$ cat config.mk
export PLATFORM = sky130hd
export DESIGN_NAME = conv_stream_tx
export DESIGN_NICKNAME = d
export VERILOG_FILES = /design/src/rtl/conv_pkg.sv /design/src/rtl/conv_mac.sv /design/src/rtl/conv_stream_tx.sv
export SDC_FILE = /design/constraint.sdc
export NUM_CORES = 1
export LEC_CHECK = 0
export ABC_AREA = 1
export CAP_MARGIN = 20
export CORE_UTILIZATION = 65
export DETAILED_ROUTE_END_ITERATION = 7
export DONT_BUFFER_PORTS = 1
export PLACE_DENSITY_LB_ADDON = 0.12
export SYNTH_ARGS = -nofsm -noshare
export SYNTH_HDL_FRONTEND = slang
export SYNTH_SLANG_ARGS = --single-unit
$ cat constraint.sdc
create_clock -name clk -period 20.4 [get_ports clk]
set_clock_uncertainty 0.15 [all_clocks]
set_input_delay 0 -clock clk [delete_from_list [all_inputs] [get_ports clk]]
set_output_delay 0 -clock clk [all_outputs]
set_load 0.03 [all_outputs]
$ cat src/rtl/conv_pkg.sv
// Shared geometry, widths and FSM state type for the 3x3 streaming convolution engine.
package conv_pkg;

  localparam int IMG_DIM  = 6;
  localparam int K_DIM    = 3;
  localparam int OUT_DIM  = 4;
  localparam int ACC_W    = 20;
  localparam int PIX_W    = 8;
  localparam int PROD_W   = 17;
  localparam int NUM_PIX  = IMG_DIM * IMG_DIM;
  localparam int NUM_TAPS = K_DIM * K_DIM;

  localparam logic [5:0] PIX_LAST = 6'(NUM_PIX - 1);
  localparam logic [3:0] POS_LAST = 4'(OUT_DIM * OUT_DIM - 1);
  localparam logic [1:0] K_LAST   = 2'(K_DIM - 1);

  typedef enum logic [2:0] {
    IDLE,
    LOAD,
    MAC,
    EMIT,
    DONE
  } conv_state_t;

  function automatic logic [5:0] img_index(input logic [2:0] row, input logic [2:0] col);
    return 6'(int'(row) * IMG_DIM + int'(col));
  endfunction

  function automatic logic [3:0] tap_index(input logic [1:0] kr, input logic [1:0] kc);
    return 4'(int'(kr) * K_DIM + int'(kc));
  endfunction

endpackage

$ cat src/rtl/conv_mac.sv
// Signed multiply-accumulate for one output position, plus shift-and-clamp of the running sum.
// result_next reflects the sum including the current tap, so it can be registered on the last tap.
module conv_mac
  import conv_pkg::*;
#(
  parameter int SHIFT = 7
) (
  input  logic                clk,
  input  logic                rst,
  input  logic                en,
  input  logic                clear,
  input  logic [PIX_W-1:0]    pixel,
  input  logic [PIX_W-1:0]    weight,
  output logic [PIX_W-1:0]    result_next
);

  logic signed [PROD_W-1:0] pix_ext;
  logic signed [PROD_W-1:0] wt_ext;
  logic signed [PROD_W-1:0] prod;
  logic signed [ACC_W-1:0]  prod_ext;
  logic signed [ACC_W-1:0]  acc;
  logic signed [ACC_W-1:0]  acc_base;
  logic signed [ACC_W-1:0]  acc_next;
  logic signed [ACC_W-1:0]  shifted;

  // Pixel is unsigned, weight is two's complement.
  assign pix_ext  = $signed({{(PROD_W-PIX_W){1'b0}}, pixel});
  assign wt_ext   = $signed({{(PROD_W-PIX_W){weight[PIX_W-1]}}, weight});
  assign prod     = pix_ext * wt_ext;
  assign prod_ext = $signed({{(ACC_W-PROD_W){prod[PROD_W-1]}}, prod});
  assign acc_base = clear ? '0 : acc;
  assign acc_next = acc_base + prod_ext;
  assign shifted  = acc_next >>> SHIFT;

  always_comb begin
    result_next = shifted[PIX_W-1:0];
    if (shifted[ACC_W-1]) begin
      result_next = '0;
    end else if (|shifted[ACC_W-2:PIX_W]) begin
      result_next = '1;
    end
  end

  always_ff @(posedge clk) begin
    if (rst) begin
      acc <= '0;
    end else if (en) begin
      acc <= acc_next;
    end
  end

endmodule

$ cat src/rtl/conv_stream_tx.sv
// Buffers a 6x6 frame, then streams sixteen 3x3 convolution results in 2x2 pooling-group order.
// One result every 10 cycles (9 MAC taps + 1 emit cycle); En marks the last result of each group.
module conv_stream_tx
  import conv_pkg::*;
#(
  parameter int SHIFT = 7
) (
  input  logic                           clk,
  input  logic                           rst,
  input  logic                           start,
  input  logic [NUM_TAPS-1:0][PIX_W-1:0] kernel,
  input  logic [PIX_W-1:0]               pixel_in,
  input  logic                           pixel_valid,
  output logic [PIX_W-1:0]               convResult,
  output logic                           conv_valid,
  output logic                           En,
  output logic                           busy,
  output logic                           done
);

  conv_state_t state;
  logic [5:0]  pix_cnt;
  logic [3:0]  pos;
  logic [1:0]  kr;
  logic [1:0]  kc;

  logic [PIX_W-1:0]               img [0:NUM_PIX-1];
  logic [NUM_TAPS-1:0][PIX_W-1:0] kern;

  logic [1:0]       out_r;
  logic [1:0]       out_c;
  logic [2:0]       rd_row;
  logic [2:0]       rd_col;
  logic [5:0]       pix_addr;
  logic [3:0]       tap_addr;
  logic [PIX_W-1:0] pix_rd;
  logic [PIX_W-1:0] mac_result;
  logic             mac_en;
  logic             mac_clear;
  logic             last_tap;

  // pos[3:2] selects the pooling group (TL,TR,BL,BR), pos[1:0] the slot within it.
  assign out_r     = {pos[3], pos[1]};
  assign out_c     = {pos[2], pos[0]};
  assign rd_row    = {1'b0, out_r} + {1'b0, kr};
  assign rd_col    = {1'b0, out_c} + {1'b0, kc};
  assign pix_addr  = img_index(rd_row, rd_col);
  assign tap_addr  = tap_index(kr, kc);
  assign pix_rd    = img[pix_addr];
  assign mac_en    = (state == MAC);
  assign mac_clear = (kr == 2'd0) && (kc == 2'd0);
  assign last_tap  = (kr == K_LAST) && (kc == K_LAST);

  always_ff @(posedge clk) begin
    if (state == IDLE && start) begin
      kern <= kernel;
    end
    if (state == LOAD && pixel_valid) begin
      img[pix_cnt] <= pixel_in;
    end
  end

  conv_mac #(
    .SHIFT (SHIFT)
  ) u_mac (
    .clk         (clk),
    .rst         (rst),
    .en          (mac_en),
    .clear       (mac_clear),
    .pixel       (pix_rd),
    .weight      (kern[tap_addr]),
    .result_next (mac_result)
  );

  always_ff @(posedge clk) begin
    if (rst) begin
      state      <= IDLE;
      pix_cnt    <= '0;
      pos        <= '0;
      kr         <= '0;
      kc         <= '0;
      convResult <= '0;
      conv_valid <= 1'b0;
      En         <= 1'b0;
      busy       <= 1'b0;
      done       <= 1'b0;
    end else begin
      conv_valid <= 1'b0;
      En         <= 1'b0;
      done       <= 1'b0;
      case (state)
        IDLE: begin
          if (start) begin
            state   <= LOAD;
            pix_cnt <= '0;
            busy    <= 1'b1;
          end
        end
        LOAD: begin
          if (pixel_valid) begin
            if (pix_cnt == PIX_LAST) begin
              state   <= MAC;
              pix_cnt <= '0;
              pos     <= '0;
              kr      <= '0;
              kc      <= '0;
            end else begin
              pix_cnt <= pix_cnt + 6'd1;
            end
          end
        end
        MAC: begin
          // The result is captured on the last tap so it appears exactly in the EMIT cycle.
          if (last_tap) begin
            kr         <= '0;
            kc         <= '0;
            state      <= EMIT;
            convResult <= mac_result;
            conv_valid <= 1'b1;
            En         <= (pos[1:0] == 2'b11);
          end else if (kc == K_LAST) begin
            kc <= '0;
            kr <= kr + 2'd1;
          end else begin
            kc <= kc + 2'd1;
          end
        end
        EMIT: begin
          if (pos == POS_LAST) begin
            state <= DONE;
            busy  <= 1'b0;
            done  <= 1'b1;
          end else begin
            pos   <= pos + 4'd1;
            state <= MAC;
          end
        end
        DONE: begin
          state <= IDLE;
        end
        default: begin
          state <= IDLE;
        end
      endcase
    end
  end

endmodule
### After elaboration in Yosys (flattened, before gate mapping)

Memory sizes are Yosys's and may differ from the RTL's.
Index checks and enable logic that the tools add are counted.

* $add $sub $neg: 9
* bitwise gates (word level): 3
* reduce and logical (&&, ||, !) cells: 22
* multiplexer cells: 34
* multipliers: 3
* eq/ne operators: 15
* magnitude comparators: 1

Operator list (count)
* $bmux 8 s4: 1
* $mux 8: 3
* $add 20x17->20: 1
* $mux 20: 1
* $mux 6: 3
* $mul 9x8->17: 1
* $mux 3: 5
* $mux 2: 6
* $mux 4: 3
* $pmux 3 s4: 1
* $pmux 6 s2: 1
* $reduce_and 4->1: 3
* $reduce_and 3->1: 3
* $ne 2x2->1 const B: 4
* $pmux 2 s2: 2
* $pmux 4 s2: 1
* $reduce_bool 2->1: 4
* $add 2x2->3: 2
* $add 6x1->6 const B: 1
* $add 6x3->6: 1
* $eq 2x2->1 const B: 3
* $eq 3x2->1 const B: 2
* $eq 6x6->1 const B: 1
* $mux 1: 6
* other kinds (19): 28

* memories: 1
* bits in writable memories: 288
* input bits: 84
* flip-flop bits (word level): 121
* output and inout port bits: 12

Memory list
* img: words 36, bits a word 8, rd ports 1, clocked after memory_dff 0, wr ports 1, RTL line conv_stream_tx.sv:27 `logic [PIX_W-1:0] img [0:NUM_PIX-1];`

### Longest topological paths before layout

* word-level depth: 9
* gate-level depth with buffers: 42
* gate-level depth less buffers: 41

### Cells and area by module

From an unflattened synthesis, not the netlist that was laid out.

* cells, all modules: 2113
* area, all modules: 20664.8 um2

Modules (own cells, without submodules)
* conv_stream_tx: cells an instance 1533, times used 1, area an instance 16558.4 um2
* conv_mac: cells an instance 580, times used 1, area an instance 4106.4 um2

### Worst setup path before layout

Ideal clock, no wire load.

* path kind: reg-to-reg
* from: reg kr[0]
* to: reg convResult[0]
* path slack: 13252 ps
* clock period less this slack: 7148 ps
* path buffers: 2
* cell stages (with the launch flop): 38
* data arrival time: 6863 ps
* cells stage by stage: dfxtp_1 ha_1 inv_1 fa_1 inv_1 ha_1 inv_1 fa_1 buf_2 buf_1 nand2_1 nand3_1 nand3_1 nand3_1 nand2_2 inv_2 nand2_1 fa_1 (+2 left out) fa_1 fa_1 inv_1 fa_1 inv_1 ha_1 nand2_1 nand2_1 a21oi_1 nand2_1 nand2_1 nand3_1 nand2_1 nand2_1 nor2_4 nand3_1 nand2_1 a21oi_2

* word-level cells in the longest chain between the ends: 9

RTL lines
* from (decl): RTL line conv_stream_tx.sv:24 `logic [1:0] kr;`
* from (signal assigned): RTL line conv_stream_tx.sv:123 `kr <= kr + 2'd1;`
* $add 2x2->3 or $mul 2x2->4 (tied branches): RTL line conv_stream_tx.sv:45, conv_pkg.sv:30
* $mul 3x2->5 or $add 4x2->4 (tied branches): RTL line conv_pkg.sv:26, conv_pkg.sv:30
* $add 6x3->6 or $bmux 8 s4 (tied branches): RTL line conv_pkg.sv:26, conv_stream_tx.sv:71
* $mem_v2 36x8 or $mux 8 (tied branches)
* $mul 9x8->17: RTL line conv_mac.sv:29 `assign prod = pix_ext * wt_ext;`
* $add 20x17->20: RTL line conv_mac.sv:32 `assign acc_next = acc_base + prod_ext;`
* $reduce_or 5->1: RTL line conv_mac.sv:39 `end else if (|shifted[ACC_W-2:PIX_W]) begin`
* $mux 8: RTL line conv_mac.sv:39
* $mux 8: RTL line conv_mac.sv:37 `if (shifted[ACC_W-1]) begin`
* to (signal assigned): RTL line conv_stream_tx.sv:118 `convResult <= mac_result;`
* to (decl): RTL line conv_stream_tx.sv:14 `output logic [PIX_W-1:0] convResult,`

Parallel ways exist; a longest one is shown, timed or not. The select of a mux whose other input is x is not followed.
A chain may end at the register's enable or synchronous reset.

### Final worst setup path

* from: reg kr[0]
* to: reg convResult[5]

The elaborated chain is that of the path after synthesis.

==> run summary <==
Status = completed
Ys flop type = edfxtp_1
Routed len/inst = 22.92 um
# DRC = 0
Placed cells = 2205
Post-synth EDFFs = 360
Gr usage total = 0.3623
Clk buf depth = 3
Final setup vio count = 0
H-tree levels = 2
Initial antenna violation count = 0
Worst setup EP type = register
Worst hold path class = in -> reg
DP Area = 20370 um^2
CTS Hold Bufs = 165
Root Buffer = clkbuf_16
Final hold viol count = 0
Hold Path Sink = convResult[6]
CP dominant cell by count = fa_1
Routability cong. = 0.9333
First-pass GRT wire length = 85710 um
Sum Neg Setup Slack = 0 ns
Worst hold path cell count = 3
Max_slew headroom = 0.2734
Max Cap Viol = 0
Synth async-reset ratio = 0
Num CTS Buffers = 42
Sequential area share after synthesis = 0.5837
IO Count = 96
Post-cts sizing count = 0
Maximum fanout along the worst path = 65
Reg2Reg Depth = 36
Cell count after synthesis = 1875
Worst r2r src = kr[0]
Fin nets = 2233
Syn. warnings = 0
Crit Reg-Reg Endpoint = convResult[5]
Layout cell share with drive strength beyond 1 = 0.07857
Clk sinks = 409
Vert. Die Dim = 178.3 um
Mapped Area = 20200 um^2
R2r setup slk = 11.04 ns
Via count = 15365
Worst setup SP type = register
Vias per cell = 6.279
Finished layout cell area = 23450 um^2
Yosys top cell area share = 0.5352
RSZ-0062 raised after global routing = false
Period utilization = 0.4589
Cell with the most instances after synthesis = nand2_1
Detail Placement HPWL = 31210 um
Critical Path Max Stage Delay = 0.65 ns
WS Path Type = reg -> reg
Wl on met1 = 21290 um
Die W = 178.3 um
Synth Area per Inst = 10.77 um^2
Core area = 30590 um^2
Hold Crit Start = rst
Filler cells = 1845
Seq cells post-synth = 409
CP arrival = 9.72 ns
Area growth from synthesis to layout = 16.11%
Synth top cells by count = nand2_1, edfxtp_1, inv_1, nor2_1, a21oi_1
Row count = 64
First drt pass iteration count = 6
Clock latency at the later pin of the worst-skew pair = 0.57 ns
Syn_nets = 2090
GRT overflow = 0
Met3 WL = 6388 um
Reg clk slew, reported paths = 0.06 ns
Final ANT Viol Nets = 0
Fmax = 106.8 MHz
Final Non-Filler Cells = 2447
Synth area leader = edfxtp_1
Top sig layer = met4
Unique cell type count in the Yosys netlist = 50
Drt total wl = 56090 um
Largest net degree at the start of global routing = 84
Vias in the first global route = 15165
Slew at the pin closest to its max-slew limit = 1.089 ns
CTS tree = yes
Initial Util = 0.6603
Final Max Slew Viols = 0
Setup repair bufs after CTS = 0
Initial DRC count = 2012
Fin crit period = 9.362 ns
WL met2 = 26580 um
Die Area = 31790 um^2
Dominant cells by area after synthesis = edfxtp_1, nand2_1, fa_1
Slowest CP cell = buf_4
I/O Buffers = 0
Required @ worst endpoint = 20.76 ns
-- logic make-up after synthesis --
kind of cell / Yosys count / share of synthesized area
AND/OR/NAND/NOR: 751 / 0.1588
flip-flops: 409 / 0.5837
AO/OA/AOI/OAI: 303 / 0.09087
buffers and inverters: 269 / 0.05686
adder cells (fa/ha/maj): 131 / 0.1027
XOR/XNOR: 12 / 0.007062
-- state kept, by name, indices dropped and copies added (netlist names) --
signal	cells
done	1
busy	1
kern	72
convResult	8
state	3
conv_valid	1
En	1
kc	2
u_mac.acc	20
img	288
pix_cnt	6
pos	4
kr	2
-- cell usage in the layout, fill, tap and decap left out, types with 11 or more instances in the layout --
cell type,instances
clkbuf_16,43
nand2_1,404
nor2_1,164
inv_1,165
a22oi_1,32
dlygate4sd3_1,156
a21oi_1,134
nor3_1,11
fa_1,58
o21ai_0,67
dfxtp_1,49
edfxtp_1,360
nand3_1,123
nand2_2,15
clkinv_1,11
ha_1,71
o221ai_1,22
o211ai_1,11
inv_2,24
-- critical path, delay by kind of cell, from the launching register on --
kind | cells | cell delay, ns
DFF | 1 | 0.41
AOI/OAI and AO/OA | 4 | 0.84
buffers and inverters | 9 | 2.45
adders and majority gates | 9 | 3.83
and+or+nand+nor | 14 | 1.58
-- metal layers --
layer	global-route usage	vias up
met3	0.07502	174
li1	-	6724
met5	0	-
met2	0.5861	1087
met1	0.4962	7380
met4	0.1112	0
-- through the flow --
stage                 util  setup slack [ns]  hold slack (ns)
global placement    0.6658             11.92         -0.08543
detailed placement  0.6658             11.81         -0.08395
finish              0.7667             11.04           0.1809
CTS                 0.7665             11.17           0.1595
floorplan                -             13.25         -0.05113
global route        0.7665             10.57           0.1906
-- worst max path at each step --
stage	cells after the start	to	from	slack, ns
after floorplan	37	convResult[0]	kr[0]	13.25
after global placement	37	convResult[0]	kr[0]	11.92
after detailed placement	39	convResult[3]	kr[0]	11.81
after CTS	40	convResult[5]	kr[0]	11.17
after global routing	38	convResult[5]	kr[0]	10.57
final	36	convResult[5]	kr[0]	11.04
-- final cells by class --
type,instances,area [um^2],area share
clock buffers,50,1102,0.04700
inverters,195,743.2,0.03169
clock inverters,25,236.5,0.01008
multi-input cells,1197,7277,0.3103
well taps,396,495.5,0.02113
repair buffers,173,1802,0.07682
flip-flops and latches,409,11790,0.5028
diodes,2,5.005,0.0002134
Power is left out: the tool's default activity adds up to more than one toggle a clock period on the data nets, which glitch-free logic cannot reach.
